<file path="config.mk">
export PLATFORM = sky130hd
export DESIGN_NAME = int_to_float_flat
export DESIGN_NICKNAME = d
export VERILOG_FILES = /design/src/rtl/float_pkg.sv /design/src/rtl/int_to_float_if.sv /design/src/rtl/fp32_round_pack.sv /design/src/rtl/int_to_float.sv /design/src/flat_wrapper.sv
export SDC_FILE = /design/constraint.sdc
export NUM_CORES = 1
export LEC_CHECK = 0
export ABC_CLOCK_PERIOD_IN_PS = 2880
export CAP_MARGIN = 5
export CELL_PAD_IN_SITES_DETAIL_PLACEMENT = 1
export CELL_PAD_IN_SITES_GLOBAL_PLACEMENT = 1
export CORE_MARGIN = 3
export CORE_UTILIZATION = 35
export CTS_CLUSTER_DIAMETER = 120
export DETAILED_ROUTE_END_ITERATION = 8
export PLACE_DENSITY = 0.72
export SETUP_SLACK_MARGIN = 0.2
export SYNTH_ARGS = -nofsm -noshare
export SYNTH_HDL_FRONTEND = slang
export SYNTH_SLANG_ARGS = --single-unit
</file>
<file path="constraint.sdc">
create_clock -name clk -period 2.88 [get_ports clk]
set_input_delay 0.576 -clock clk [delete_from_list [all_inputs] [get_ports clk]]
set_output_delay 0.576 -clock clk [all_outputs]
set_load 0.02 [all_outputs]
</file>
<file path="src/rtl/float_pkg.sv">
// Shared FP32 definitions for the multi-cycle float datapath blocks.
// Contents: FP32 field widths, exponent bias constants, the common
// IDLE/ZCHK/NORM/ROUND state type and a field-packing helper.
package float_pkg;

  localparam int EXP_W  = 8;
  localparam int FRAC_W = 23;
  localparam int FP_W   = 1 + EXP_W + FRAC_W;

  localparam logic [EXP_W-1:0] BIAS      = 8'd127;
  // Exponent of a 32-bit integer whose MSB is bit 31 (BIAS + 31).
  localparam logic [EXP_W-1:0] E_INT_MAX = 8'd158;

  typedef enum logic [1:0] {
    ST_IDLE  = 2'd0,
    ST_ZCHK  = 2'd1,
    ST_NORM  = 2'd2,
    ST_ROUND = 2'd3
  } fp_state_e;

  function automatic logic [FP_W-1:0] fp32_pack(input logic              s,
                                                input logic [EXP_W-1:0]  e,
                                                input logic [FRAC_W-1:0] f);
    return {s, e, f};
  endfunction

endpackage

</file>
<file path="src/rtl/int_to_float_if.sv">
// Request/response bundle of the integer-to-FP32 converter.
//   start   : request a conversion of ia (master -> slave)
//   ia      : signed 32-bit operand     (master -> slave)
//   busy    : conversion in progress    (slave -> master)
//   done    : one-cycle completion pulse (slave -> master)
//   oz      : packed FP32 result, held   (slave -> master)
//   inexact : result was rounded, held   (slave -> master)
interface int_to_float_if;
  import float_pkg::*;

  logic            start;
  logic [31:0]     ia;
  logic            busy;
  logic            done;
  logic [FP_W-1:0] oz;
  logic            inexact;

  modport master (output start, ia, input  busy, done, oz, inexact);
  modport slave  (input  start, ia, output busy, done, oz, inexact);

endinterface

</file>
<file path="src/rtl/fp32_round_pack.sv">
// Combinational round-to-nearest-even and FP32 packing.
//   i_sign    : result sign
//   i_exp     : biased exponent matching i_mag[31]
//   i_mag     : normalised magnitude, hidden bit in bit 31
//   o_word    : packed FP32 word {sign, exp, frac}
//   o_inexact : any discarded bit was set
// A magnitude with bit 31 clear can only be zero here and packs to a signed zero.
module fp32_round_pack
  import float_pkg::*;
(
  input  logic             i_sign,
  input  logic [EXP_W-1:0] i_exp,
  input  logic [31:0]      i_mag,
  output logic [FP_W-1:0]  o_word,
  output logic             o_inexact
);

  // Returns frac + round increment with one carry bit on top.
  function automatic logic [FRAC_W:0] rne_incr(input logic [31:0] mag);
    logic [FRAC_W-1:0] frac;
    logic              g;
    logic              st;
    logic              up;
    frac = mag[30:8];
    g    = mag[7];
    st   = |mag[6:0];
    up   = g & (st | frac[0]);
    return {1'b0, frac} + {{FRAC_W{1'b0}}, up};
  endfunction

  logic [FRAC_W:0]  w_sum;
  logic [EXP_W-1:0] w_exp;

  assign w_sum = rne_incr(i_mag);
  // Carry out of the fraction leaves w_sum[FRAC_W-1:0] all zero; bump exponent.
  assign w_exp = i_exp + {{(EXP_W-1){1'b0}}, w_sum[FRAC_W]};

  always_comb begin
    o_word    = fp32_pack(i_sign, w_exp, w_sum[FRAC_W-1:0]);
    o_inexact = |i_mag[7:0];
    if (!i_mag[31]) begin
      o_word    = fp32_pack(i_sign, '0, '0);
      o_inexact = 1'b0;
    end
  end

endmodule

</file>
<file path="src/rtl/int_to_float.sv">
// Multi-cycle signed 32-bit integer to FP32 converter.
//   clk  : clock, rising edge
//   rst  : synchronous active-high reset (aborts a conversion, clears oz)
//   bus  : int_to_float_if slave (start/ia in, busy/done/oz/inexact out)
// Flow: IDLE captures sign/magnitude, ZCHK short-cuts zero, NORM shifts one
// bit per cycle until the MSB is set, ROUND applies RNE and packs.
module int_to_float
  import float_pkg::*;
(
  input  logic           clk,
  input  logic           rst,
  int_to_float_if.slave  bus
);

  fp_state_e        r_state,   w_state_nx;
  logic [31:0]      r_mag,     w_mag_nx;
  logic [EXP_W-1:0] r_e,       w_e_nx;
  logic             r_s,       w_s_nx;
  logic             r_busy,    w_busy_nx;
  logic             r_done,    w_done_nx;
  logic [FP_W-1:0]  r_oz,      w_oz_nx;
  logic             r_inexact, w_inexact_nx;

  logic signed [31:0] w_ia;
  logic [31:0]        w_ia_abs;
  logic [FP_W-1:0]    w_pack;
  logic               w_pack_inexact;

  // -2^31 negates to itself, which read as unsigned is the correct magnitude.
  assign w_ia     = bus.ia;
  assign w_ia_abs = w_ia[31] ? $unsigned(-w_ia) : $unsigned(w_ia);

  fp32_round_pack u_round_pack (
    .i_sign    (r_s),
    .i_exp     (r_e),
    .i_mag     (r_mag),
    .o_word    (w_pack),
    .o_inexact (w_pack_inexact)
  );

  always_ff @(posedge clk) begin
    if (rst) begin
      r_state   <= ST_IDLE;
      r_mag     <= '0;
      r_e       <= '0;
      r_s       <= 1'b0;
      r_busy    <= 1'b0;
      r_done    <= 1'b0;
      r_oz      <= '0;
      r_inexact <= 1'b0;
    end else begin
      r_state   <= w_state_nx;
      r_mag     <= w_mag_nx;
      r_e       <= w_e_nx;
      r_s       <= w_s_nx;
      r_busy    <= w_busy_nx;
      r_done    <= w_done_nx;
      r_oz      <= w_oz_nx;
      r_inexact <= w_inexact_nx;
    end
  end

  always_comb begin
    w_state_nx   = r_state;
    w_mag_nx     = r_mag;
    w_e_nx       = r_e;
    w_s_nx       = r_s;
    w_busy_nx    = r_busy;
    w_done_nx    = 1'b0;
    w_oz_nx      = r_oz;
    w_inexact_nx = r_inexact;
    unique case (r_state)
      ST_IDLE: begin
        if (bus.start) begin
          w_s_nx     = bus.ia[31];
          w_mag_nx   = w_ia_abs;
          w_e_nx     = E_INT_MAX;
          w_busy_nx  = 1'b1;
          w_state_nx = ST_ZCHK;
        end
      end
      ST_ZCHK: begin
        if (r_mag == '0) begin
          // Zero (of either input sign) always yields +0.
          w_oz_nx      = '0;
          w_inexact_nx = 1'b0;
          w_done_nx    = 1'b1;
          w_busy_nx    = 1'b0;
          w_state_nx   = ST_IDLE;
        end else begin
          w_state_nx = ST_NORM;
        end
      end
      ST_NORM: begin
        if (r_mag[31]) begin
          w_state_nx = ST_ROUND;
        end else begin
          w_mag_nx = r_mag << 1;
          w_e_nx   = r_e - 8'd1;
        end
      end
      ST_ROUND: begin
        w_oz_nx      = w_pack;
        w_inexact_nx = w_pack_inexact;
        w_done_nx    = 1'b1;
        w_busy_nx    = 1'b0;
        w_state_nx   = ST_IDLE;
      end
      default: w_state_nx = ST_IDLE;
    endcase
  end

  assign bus.busy    = r_busy;
  assign bus.done    = r_done;
  assign bus.oz      = r_oz;
  assign bus.inexact = r_inexact;

endmodule

</file>
<file path="src/flat_wrapper.sv">
// flat-port wrapper written by rule: the top's interface ports become plain ports
module int_to_float_flat import float_pkg::*;
  (clk, rst, bus_start, bus_ia, bus_busy, bus_done, bus_oz, bus_inexact);
  int_to_float_if bus_i ();
  input  logic clk;
  input  logic rst;
  input wire logic [$bits(bus_i.start)-1:0] bus_start;
  input wire logic [$bits(bus_i.ia)-1:0] bus_ia;
  output wire logic [$bits(bus_i.busy)-1:0] bus_busy;
  output wire logic [$bits(bus_i.done)-1:0] bus_done;
  output wire logic [$bits(bus_i.oz)-1:0] bus_oz;
  output wire logic [$bits(bus_i.inexact)-1:0] bus_inexact;
  assign bus_i.start = bus_start;
  assign bus_i.ia = bus_ia;
  assign bus_busy = bus_i.busy;
  assign bus_done = bus_i.done;
  assign bus_oz = bus_i.oz;
  assign bus_inexact = bus_i.inexact;
  int_to_float u_core (.clk(clk), .rst(rst), .bus(bus_i));
endmodule
</file>
# Yosys cells after proc, flatten, opt, wreduce, memory -nomap -nowiden

Index checks and enable logic that the tools add are counted.

Add/subtract/negate cells: 4
Multipliers: 0
Div/mod/pow operators: 0
$lt $le $gt $ge: 0
Eq/ne operators: 7
Shift operators: 0
Multiplexer cells: 21
Bitwise gates (word level): 2
Reductions and logical operators: 13

Operators with widths:

| operator            | count |
|---|---|
| $mux 32             | 4 |
| $pmux 32 s2         | 2 |
| $logic_not 32->1    | 1 |
| $neg 32->32         | 1 |
| $mux 31             | 1 |
| $add 23x1->24       | 1 |
| $mux 8              | 2 |
| $pmux 8 s2          | 1 |
| $add 8x1->8         | 1 |
| $pmux 2 s4          | 1 |
| $reduce_and 2->1    | 4 |
| $reduce_or 8->1     | 1 |
| $sub 8x1->8 const B | 1 |
| $reduce_or 7->1     | 1 |
| $mux 2              | 3 |
| $reduce_and 3->1    | 2 |
| $eq 2x2->1 const B  | 2 |
| $mux 1              | 4 |
| $ne 2x1->1 const B  | 2 |
| $ne 2x2->1 const B  | 2 |
| $pmux 1 s2          | 2 |
| $reduce_bool 2->1   | 2 |
| $pmux 1 s3          | 1 |
| $reduce_bool 3->1   | 1 |
| other kinds (4)     | 4 |

Register bits after elaboration: 78
Bits in latches: 0
RAM bits: 0
ROM bits: 0
Output and inout port bits: 35
Memories: 0

# Logic depth before layout (Yosys ltp)

Gate-level depths: netlist (run 1).

Depth after elaboration: 7
Depth in mapped cells: 9

# Cells and area by module

Synthesis (run 1) repeated with hierarchy kept, for this count alone.

Cells, all modules: 595
Area, all modules: 4720.8 um^2

Modules (own cells, without submodules):

| module          | instances | cells each | area each (um^2) | seq. area each (um^2) |
|---|---|---|---|---|
| int_to_float    | 1         | 472        | 3953.8           | 1561.5 |
| fp32_round_pack | 1         | 123        | 767.0            | 0.0 |

# Worst setup path before layout (run 1)

No wires, ideal clock.

Kind: flip-flop to flip-flop
Start: reg u_core.r_mag[10]
End: reg u_core.r_oz[30] (netlist: u_core.bus.oz[30])
Arrival: 2.414 ns
Slack: 0.349 ns
Cell stages (with the launch flop): 10
Period minus slack after synthesis: 2.531 ns
Cell sequence: dfxtp_1 clkbuf_1 nand4_1 nor4_1 and4_1 ha_1 and4_1 nand2_1 xnor2_1 a22o_1

Word-level cells in the longest chain between the ends: 4
Elaborated cells between the ends (all ways): 7

RTL lines:

| element                  | RTL line              | source |
|---|---|---|
| start: declaration       | int_to_float.sv:16    | `logic [31:0] r_mag, w_mag_nx;` |
| start signal: assignment | int_to_float.sv:53    | `r_mag <= w_mag_nx;` |
| $add 23x1->24            | fp32_round_pack.sv:28 | `return {1'b0, frac} + {{FRAC_W{1'b0}}, up};` |
| $add 8x1->8              | fp32_round_pack.sv:36 | `assign w_exp = i_exp + {{(EXP_W-1){1'b0}}, w_sum[FRAC_W]};` |
| $mux 31                  | fp32_round_pack.sv:41 | `if (!i_mag[31]) begin` |
| $pmux 32 s2              | int_to_float.sv:72    | `unique case (r_state)` |
| end signal: assignment   | int_to_float.sv:58    | `r_oz <= w_oz_nx;` |
| end: declaration         | int_to_float.sv:21    | `logic [FP_W-1:0] r_oz, w_oz_nx;` |

Parallel ways exist; a longest one is shown, timed or not.
A chain may end at the register's enable or synchronous reset.

# Final worst setup path (run 1)

Start: in bus_ia[6]
End: reg u_core.r_mag[11]

Word-level cells in the longest chain between the ends: 4

RTL lines:

| element            | RTL line           | source |
|---|---|---|
| start: declaration | flat_wrapper.sv:8  | `input wire logic [$bits(bus_i.ia)-1:0] bus_ia;` |
| $neg 32->32        | int_to_float.sv:31 | `assign w_ia_abs = w_ia[31] ? $unsigned(-w_ia) : $unsigned(w_ia);` |
| $mux 32            | int_to_float.sv:31 |  |
| $mux 32            | int_to_float.sv:74 | `if (bus.start) begin` |
| $pmux 32 s2        | int_to_float.sv:72 |  |

No other way between the ends. The select of a mux whose other input is x is not followed.

==> summary.md, run 1 <==
| Metric | Value |
|---|---|
| Max transition margin | 0.375 |
| Root Buffer | clkbuf_16 |
| Final HPWL DP | 10.7 mm |
| Vias in the first global route | 4389 |
| Initial antenna violation count | 0 |
| CTS tree | yes |
| P per Cell Area | 497 mW/mm^2 |
| Post-synth top area share | 0.352 |
| Critical Path Start | bus_ia[6] |
| Final Hold Vio Count | 0 |
| Hold path endpoint | u_core.bus.inexact |
| Global route overflow | 0 |
| Vias | 4357 |
| DRT Wirelength | 14.5 mm |
| Top FF cell, synth | dfxtp_1 |
| Final setup margin | 277 ps |
| Status | complete, no violations |
| Skew final | 7.84 ps |
| Vias per cell | 5.66 |
| Final critical-path share of the clock period | 0.904 |
| Synth cell types | 57 |
| Synth area leaders | dfxtp_1 35%, a22o_1 5.9%, xnor2_1 5.7%, xor2_1 4.7%, clkbuf_1 3.6% |
| Arrival @ worst endpoint | 2830 ps |
| WHS Path Cells | 1 |
| Ant. Diodes | 0 |
| Unrepaired setup endpoints after global routing | no |
| Clock buffer count from CTS | 9 |
| IO Port Bufs | 69 |
| Fin crit period | 2600 ps |
| Slew @ Worst Pin | 937 ps |
| Biggest fanout along the worst timing path | 5 |
| Warnings, synthesis | 0 |
| F_max | 384 MHz |
| Crit path launch type | primary input |
| Die width | 119 um |
| Die H | 119 um |
| Synth Net Count | 564 |
| Initial Util | 0.363 |
| Ports | 70 |
| Non-Filler Instances | 770 |
| Max cap viols | 0 |
| Final setup viols | 0 |
| H-tree Lvls | 3 |
| Dpl ws | -80.0 ps |
| Critical Path Sink Type | register |
| Post-synth ARST share | 0 |
| Total GRT Usage | 0.205 |
| Power, Total | 2.88 mW |
| CTS Buffer Depth | 2 |
| # placed instances | 754 |
| R2R cell count | 5 |
| Critical path required time | 3110 ps |
| Nets | 638 |
| Routed len/inst | 18.9 um |
| Fillers | 1484 |
| Hold path start | u_core.bus.inexact |
| Iteration-0 DRC Markers | 294 |
| Largest net degree at the start of global routing | 42 |
| Mapped Cells | 524 |
| Mean post-synth cell area | 8.46 sq um |
| Number of synthesized flops with an enable pin | 0 |
| Setup Fix Bufs, Post-CTS | 0 |
| Crit Path Class | in2reg |
| # clock sinks | 78 |
| Row cnt | 40 |
| P&R area growth vs syn | 30.6% |
| Static leakage | 2.07 nW |
| Gp weighted congestion | 0.872 |
| Post-route ant nets | 0 |
| First-pass GRT wire length | 23.4 mm |
| #FFs+latches synth | 78 |
| Worst min path class | reg2reg |
| Clock-pin transition on the worst setup and hold timing paths | 60 ps |
| CP Cell Sequence | clkdlybuf4s50_1 > or4_1 > or3_1 > o21ai_0 > xor2_1 > a2111oi_2 |
| Slowest CP cell | or4_1 |
| Max incr delay on CP | 590 ps |
| Share of layout cells above drive strength 1 | 0.121 |
| Skew-Pair Late Insertion Delay | 350 ps |
| Reg2reg end | u_core.r_e[7] |
| Die area | 0.0141 sq mm |
| Final Max Tran Viols | 0 |
| Dominant cell by count in the synthesized netlist | dfxtp_1 |
| Max VDD drop | 0.256 mV |
| R2R Setup Slk | 430 ps |
| Synth area leader | dfxtp_1 |
| Post-synth top cells | 78 x dfxtp_1, 42 x clkbuf_1, 38 x nor2_1, 31 x nand2_1, 30 x a22o_1 |
| Synth Cell Area | 0.00443 sq mm |
| Drc violations | 0 |
| Core area | 0.0122 sq mm |
| Detailed Routing Iterations Pass 1 | 4 |
| Register area share after synthesis | 0.352 |
==> placed cells by master (no fill, tap or decap), types with 4 or more instances in the layout <==
cell type / synthesis / routed
dfxtp_1: 78 / 78
clkdlybuf4s50_1: 0 / 69
buf_4: 1 / 41
nor2_1: 38 / 37
nand2_1: 31 / 31
a22o_1: 30 / 30
xnor2_1: 29 / 29
xor2_1: 24 / 24
a21oi_1: 20 / 20
nor3_1: 17 / 17
o21ai_0: 17 / 17
nand3_1: 15 / 15
nand4_1: 15 / 15
inv_1: 13 / 13
a22oi_1: 13 / 13
nor4_1: 12 / 12
or3_1: 12 / 12
clkbuf_16: 0 / 9
nor4b_1: 7 / 7
o22ai_1: 7 / 7
o31ai_1: 7 / 7
o2bb2ai_1: 7 / 7
mux2i_1: 6 / 6
o211ai_1: 6 / 6
and4_1: 5 / 5
nand2b_1: 5 / 5
or4_1: 5 / 5
o41ai_1: 6 / 5
ha_1: 5 / 5
clkinv_2: 0 / 4
==> routing by layer <==
layer	vias to the layer above	GRT usage	part of all wire
met2	93	0.336	0.49
met1	2156	0.273	0.46
met4	0	0.0753	0.017
li1	2090	-	-
met5	-	0	0
met3	18	0.0316	0.042
==> kinds of logic after synthesis <==
logic type      share of synthesized area
buf+inv                            0.0567
simple gates                        0.224
compound gates                      0.232
mux                                0.0161
xor+xnor                            0.105
flops                               0.352
fa+ha+maj                          0.0141
==> area by class of cell <==
class	instances	area, sq um	share of cell area
clock inverters	5	27.5	0.00475
flip-flops and latches	78	1560	0.270
well taps	168	210	0.0363
repair buffers	113	1070	0.184
inverters	13	48.8	0.00843
multi-input cells	383	2650	0.457
clock buffers	10	229	0.0395
==> critical path, delay by kind of cell <==
family | cells | cell delay, ps
compound gates | 2 | 640
xor+xnor | 1 | 130
buf+inv | 1 | 420
simple gates | 2 | 1070
==> what timing repair did <==
| action | 4_1_cts | 5_1_grt |
|---|---|---|
| hold buffers | 0 | 0 |
| setup endpoints to repair | 0 | 3 |
| gates resized for setup | 0 | 5 |
==> power breakdown <==
group          internal, mW  switching, mW
Sequential             1.15          0.102
Combinational         0.275          0.332
Clock                 0.572          0.447
==> per-stage QoR <==
stage / area (sq um) / hold WS [ps] / TNS [ps] / utilization
global route: 5790 / 480 / 0 / 0.474
CTS: 5740 / 466 / 0 / 0.470
detailed placement: 5490 / 448 / -219 / 0.449
finish: 5790 / 462 / 0 / 0.474
global placement: 5490 / 443 / 0 / 0.449
floorplan: 4430 / 437 / 0 / -
==> registers in the layout, summed over array words and instances, names as in the netlist, named ones only <==
signal              cells
u_core.r_e              8
u_core.bus.oz          32
u_core.r_s              1
u_core.bus.done         1
u_core.bus.busy         1
u_core.r_state          1
u_core.r_mag           32
u_core.bus.inexact      1
==> worst max path at each step <==
stage	to	cells past startpoint	slack, ps
final	u_core.r_mag[11]	6	280
after global routing	u_core.r_mag[11]	6	170
after CTS	u_core.r_mag[22]	6	270
after detailed placement	u_core.r_mag[11]	6	-80
after global placement	u_core.r_mag[22]	6	30
after floorplan	u_core.bus.oz[30]	9	350
Note: power is estimated with default switching activity, not from simulation.
==> inputs of run 2 (changes only) <==
--- a/config.mk
+++ b/config.mk
@@ -5,7 +5,7 @@
 export SDC_FILE = /design/constraint.sdc
 export NUM_CORES = 1
 export LEC_CHECK = 0
-export ABC_CLOCK_PERIOD_IN_PS = 2880
+export ABC_CLOCK_PERIOD_IN_PS = 3150
 export CAP_MARGIN = 5
 export CELL_PAD_IN_SITES_DETAIL_PLACEMENT = 1
 export CELL_PAD_IN_SITES_GLOBAL_PLACEMENT = 1
==> constraint.sdc (replaced) <==
create_clock -name clk -period 3.15 [get_ports clk]
set_input_delay 0.63 -clock clk [delete_from_list [all_inputs] [get_ports clk]]
set_output_delay 0.63 -clock clk [all_outputs]
set_load 0.02 [all_outputs]
==> summary.md, run 2 (same netlist as run 1, synthesis figures left out) <==
| Metric | Value |
|---|---|
| Max cap viols | 0 (unchanged) |
| Static leakage | 1.99 nW (-3.7%) |
| Drc violations | 0 (unchanged) |
| Largest net degree at the start of global routing | 43 (+2.4%) |
| Worst min path class | reg2reg |
| P per Cell Area | 498 mW/mm^2 (+0.18%) |
| Final Hold Vio Count | 0 (unchanged) |
| Arrival @ worst endpoint | 2920 ps (+90 ps) |
| CP Cell Sequence | clkdlybuf4s50_1 > or4_1 > or3_4 > o31ai_1 > xor2_1 > a2111oi_0 |
| Setup Fix Bufs, Post-CTS | 0 (unchanged) |
| Resize count post-CTS | 0 (unchanged) |
| P&R area growth vs syn | 27.9% |
| Core area | 0.0122 sq mm (unchanged) |
| Power, Total | 2.82 mW (-1.9%) |
| Detailed Routing Iterations Pass 1 | 4 (unchanged) |
| Max transition margin | 0.379 (+0.00361) |
| F_max | 371 MHz |
| Die H | 119 um (unchanged) |
| Final setup viols | 0 (unchanged) |
| Critical Path Sink Type | register |
| Slowest CP cell | or4_1 |
| Status | complete, no violations |
| Die area | 0.0141 sq mm (unchanged) |
| Final Max Tran Viols | 0 (unchanged) |
| Fin crit period | 2690 ps |
| Routed len/inst | 18.9 um (+0.20%) |
| RR Startpoint | u_core.r_mag[10] |
| Clock-pin transition on the worst setup and hold timing paths | 60 ps (about the same) |
| Initial antenna violation count | 0 (unchanged) |
| CTS Buffer Depth | 2 (unchanged) |
| Most frequent cells in the layout | 78 x dfxtp_1, 69 x clkdlybuf4s50_1, 37 x nor2_1 |
| Crit Path Class | in2reg |
| Iteration-0 DRC Markers | 248 (-16%) |
| Clock buffer count from CTS | 9 (unchanged) |
| Max VDD drop | 0.285 mV (+11%) |
| Nets | 620 (-2.8%) |
| Fillers | 1472 (-0.81%) |
| Gp weighted congestion | 0.857 (-1.7%) |
| Critical path required time | 3370 ps (+260 ps) |
| Cts hold-fix bufs | 0 (unchanged) |
| Row cnt | 40 (unchanged) |
| Non-Filler Instances | 753 (-2.2%) |
| WHS Path Cells | 1 (unchanged) |
| Final critical-path share of the clock period | 0.855 |
| Ports | 70 (unchanged) |
| R2R Setup Slk | 660 ps (+230 ps) |
| Unrepaired setup endpoints after global routing | no |
| DRT Wirelength | 14.2 mm (-2.0%) |
| CTS tree | yes |
| Skew-Pair Late Insertion Delay | 340 ps (about the same) |
| Root Buffer | clkbuf_16 |
| Initial Util | 0.363 (unchanged) |
| Vias per cell | 5.75 (+1.6%) |
| Max incr delay on CP | 590 ps (about the same) |
| Skew final | 8.69 ps (+0.846 ps) |
| # placed instances | 737 (-2.3%) |
| Vias in the first global route | 4326 (-1.4%) |
| Die width | 119 um (unchanged) |
| Final HPWL DP | 10.3 mm (-3.3%) |
| IO Port Bufs | 69 (unchanged) |
| Reg2reg end | u_core.bus.oz[30] |
| First-pass GRT wire length | 23.2 mm (-0.53%) |
| R2R cell count | 9 (+4) |
| Slew @ Worst Pin | 932 ps (-5.41 ps) |
| Crit path launch type | primary input |
| Total GRT Usage | 0.205 (-0.000922) |
| Global route overflow | 0 (unchanged) |
| # clock sinks | 78 (unchanged) |
| Post-route ant nets | 0 (unchanged) |
| Total negative setup slack | 0 ps (unchanged) |
| Hold path endpoint | u_core.bus.oz[11] |
| Share of layout cells above drive strength 1 | 0.0906 (-0.0307) |
| Ant. Diodes | 0 (unchanged) |
| Vias | 4328 (-0.67%) |
| Commonest non-fill, non-tap cell in the layout | dfxtp_1 |
| H-tree Lvls | 3 (unchanged) |
| Biggest fanout along the worst timing path | 9 (+4) |
| Hold path start | u_core.bus.oz[11] |
==> run 2: changes by cell type in the layout (fill, tap and decap cells not counted), moves of 2 or more <==
cell	change
buf_4	-15
clkbuf_8	+3
clkinv_2	-3
a2111oi_0	+2
a2111oi_2	-2
buf_12	-2
bufinv_16	+2
==> run 2: layer usage <==
layer | part of all wire | up-vias | wire [um] | track usage
met2 | 0.48 | 102 | 6870 | 0.337
met1 | 0.46 | 2155 | 6500 | 0.268
met3 | 0.051 | 10 | 731 | 0.0411
met4 | 0.010 | 0 | 148 | 0.0637
met5 | 0 | - | 0 | 0
li1 | - | 2061 | - | -
==> run 2: critical path, delay by kind of cell <==
family / cells / cell delay [ps]
buffers and inverters: 1 / 450
and+or+nand+nor: 2 / 1060
AOI/OAI and AO/OA: 2 / 680
xor gates and xnor gates: 1 / 100
==> run 2: worst max-delay path by stage <==
| stage | endpoint | slack, ps | cells after the start | start |
|---|---|---|---|---|
| final | u_core.r_mag[22] | 460 | 6 | bus_ia[6] |
| after global routing | u_core.r_mag[22] | 300 | 6 | bus_ia[6] |
| after CTS | u_core.r_mag[29] | 470 | 7 | bus_ia[6] |
| after detailed placement | u_core.r_mag[22] | 130 | 6 | bus_ia[6] |
| after global placement | u_core.r_mag[22] | 110 | 6 | bus_ia[6] |
| after floorplan | u_core.r_mag[22] | 570 | 7 | bus_ia[6] |
==> run 2: area by class of cell <==
type / instances / area [sq um] / area share
Timing Repair Buffer: 95 / 886 / 0.156
Tap cell: 168 / 210 / 0.0371
Sequential cell: 78 / 1560 / 0.275
Clock inverter: 3 / 65.1 / 0.0115
Multi-Input combinational cell: 383 / 2630 / 0.463
Inverter: 13 / 48.8 / 0.00861
Clock buffer: 13 / 270 / 0.0477
==> run 2: through the flow <==
| stage | setup slack [ps] | instance area, sq um | hold slack (ps) | utilization |
|---|---|---|---|---|
| 2_1_floorplan | 565 | 4430 | 437 | - |
| 3_3_place_gp | 108 | 5330 | 446 | 0.437 |
| 3_5_place_dp | 127 | 5330 | 447 | 0.437 |
| 4_1_cts | 473 | 5670 | 460 | 0.464 |
| 5_1_grt | 300 | 5670 | 480 | 0.464 |
| 6_report | 455 | 5670 | 457 | 0.464 |
==> run 2: report_power, final <==
group	leakage, nW	total (mW)	internal [mW]	switching [mW]
Sequential	0.637	1.17	1.05	0.120
Clock	0.166	1.17	0.758	0.416
Combinational	1.19	0.477	0.217	0.260
==> inputs of run 3 (changes only) <==
--- a/config.mk
+++ b/config.mk
@@ -14,7 +14,6 @@
 export CTS_CLUSTER_DIAMETER = 120
 export DETAILED_ROUTE_END_ITERATION = 8
 export PLACE_DENSITY = 0.72
-export SETUP_SLACK_MARGIN = 0.2
 export SYNTH_ARGS = -nofsm -noshare
 export SYNTH_HDL_FRONTEND = slang
 export SYNTH_SLANG_ARGS = --single-unit
==> results of run 3 <==
Final layout, timing and power as in run 2 (identical DEF).
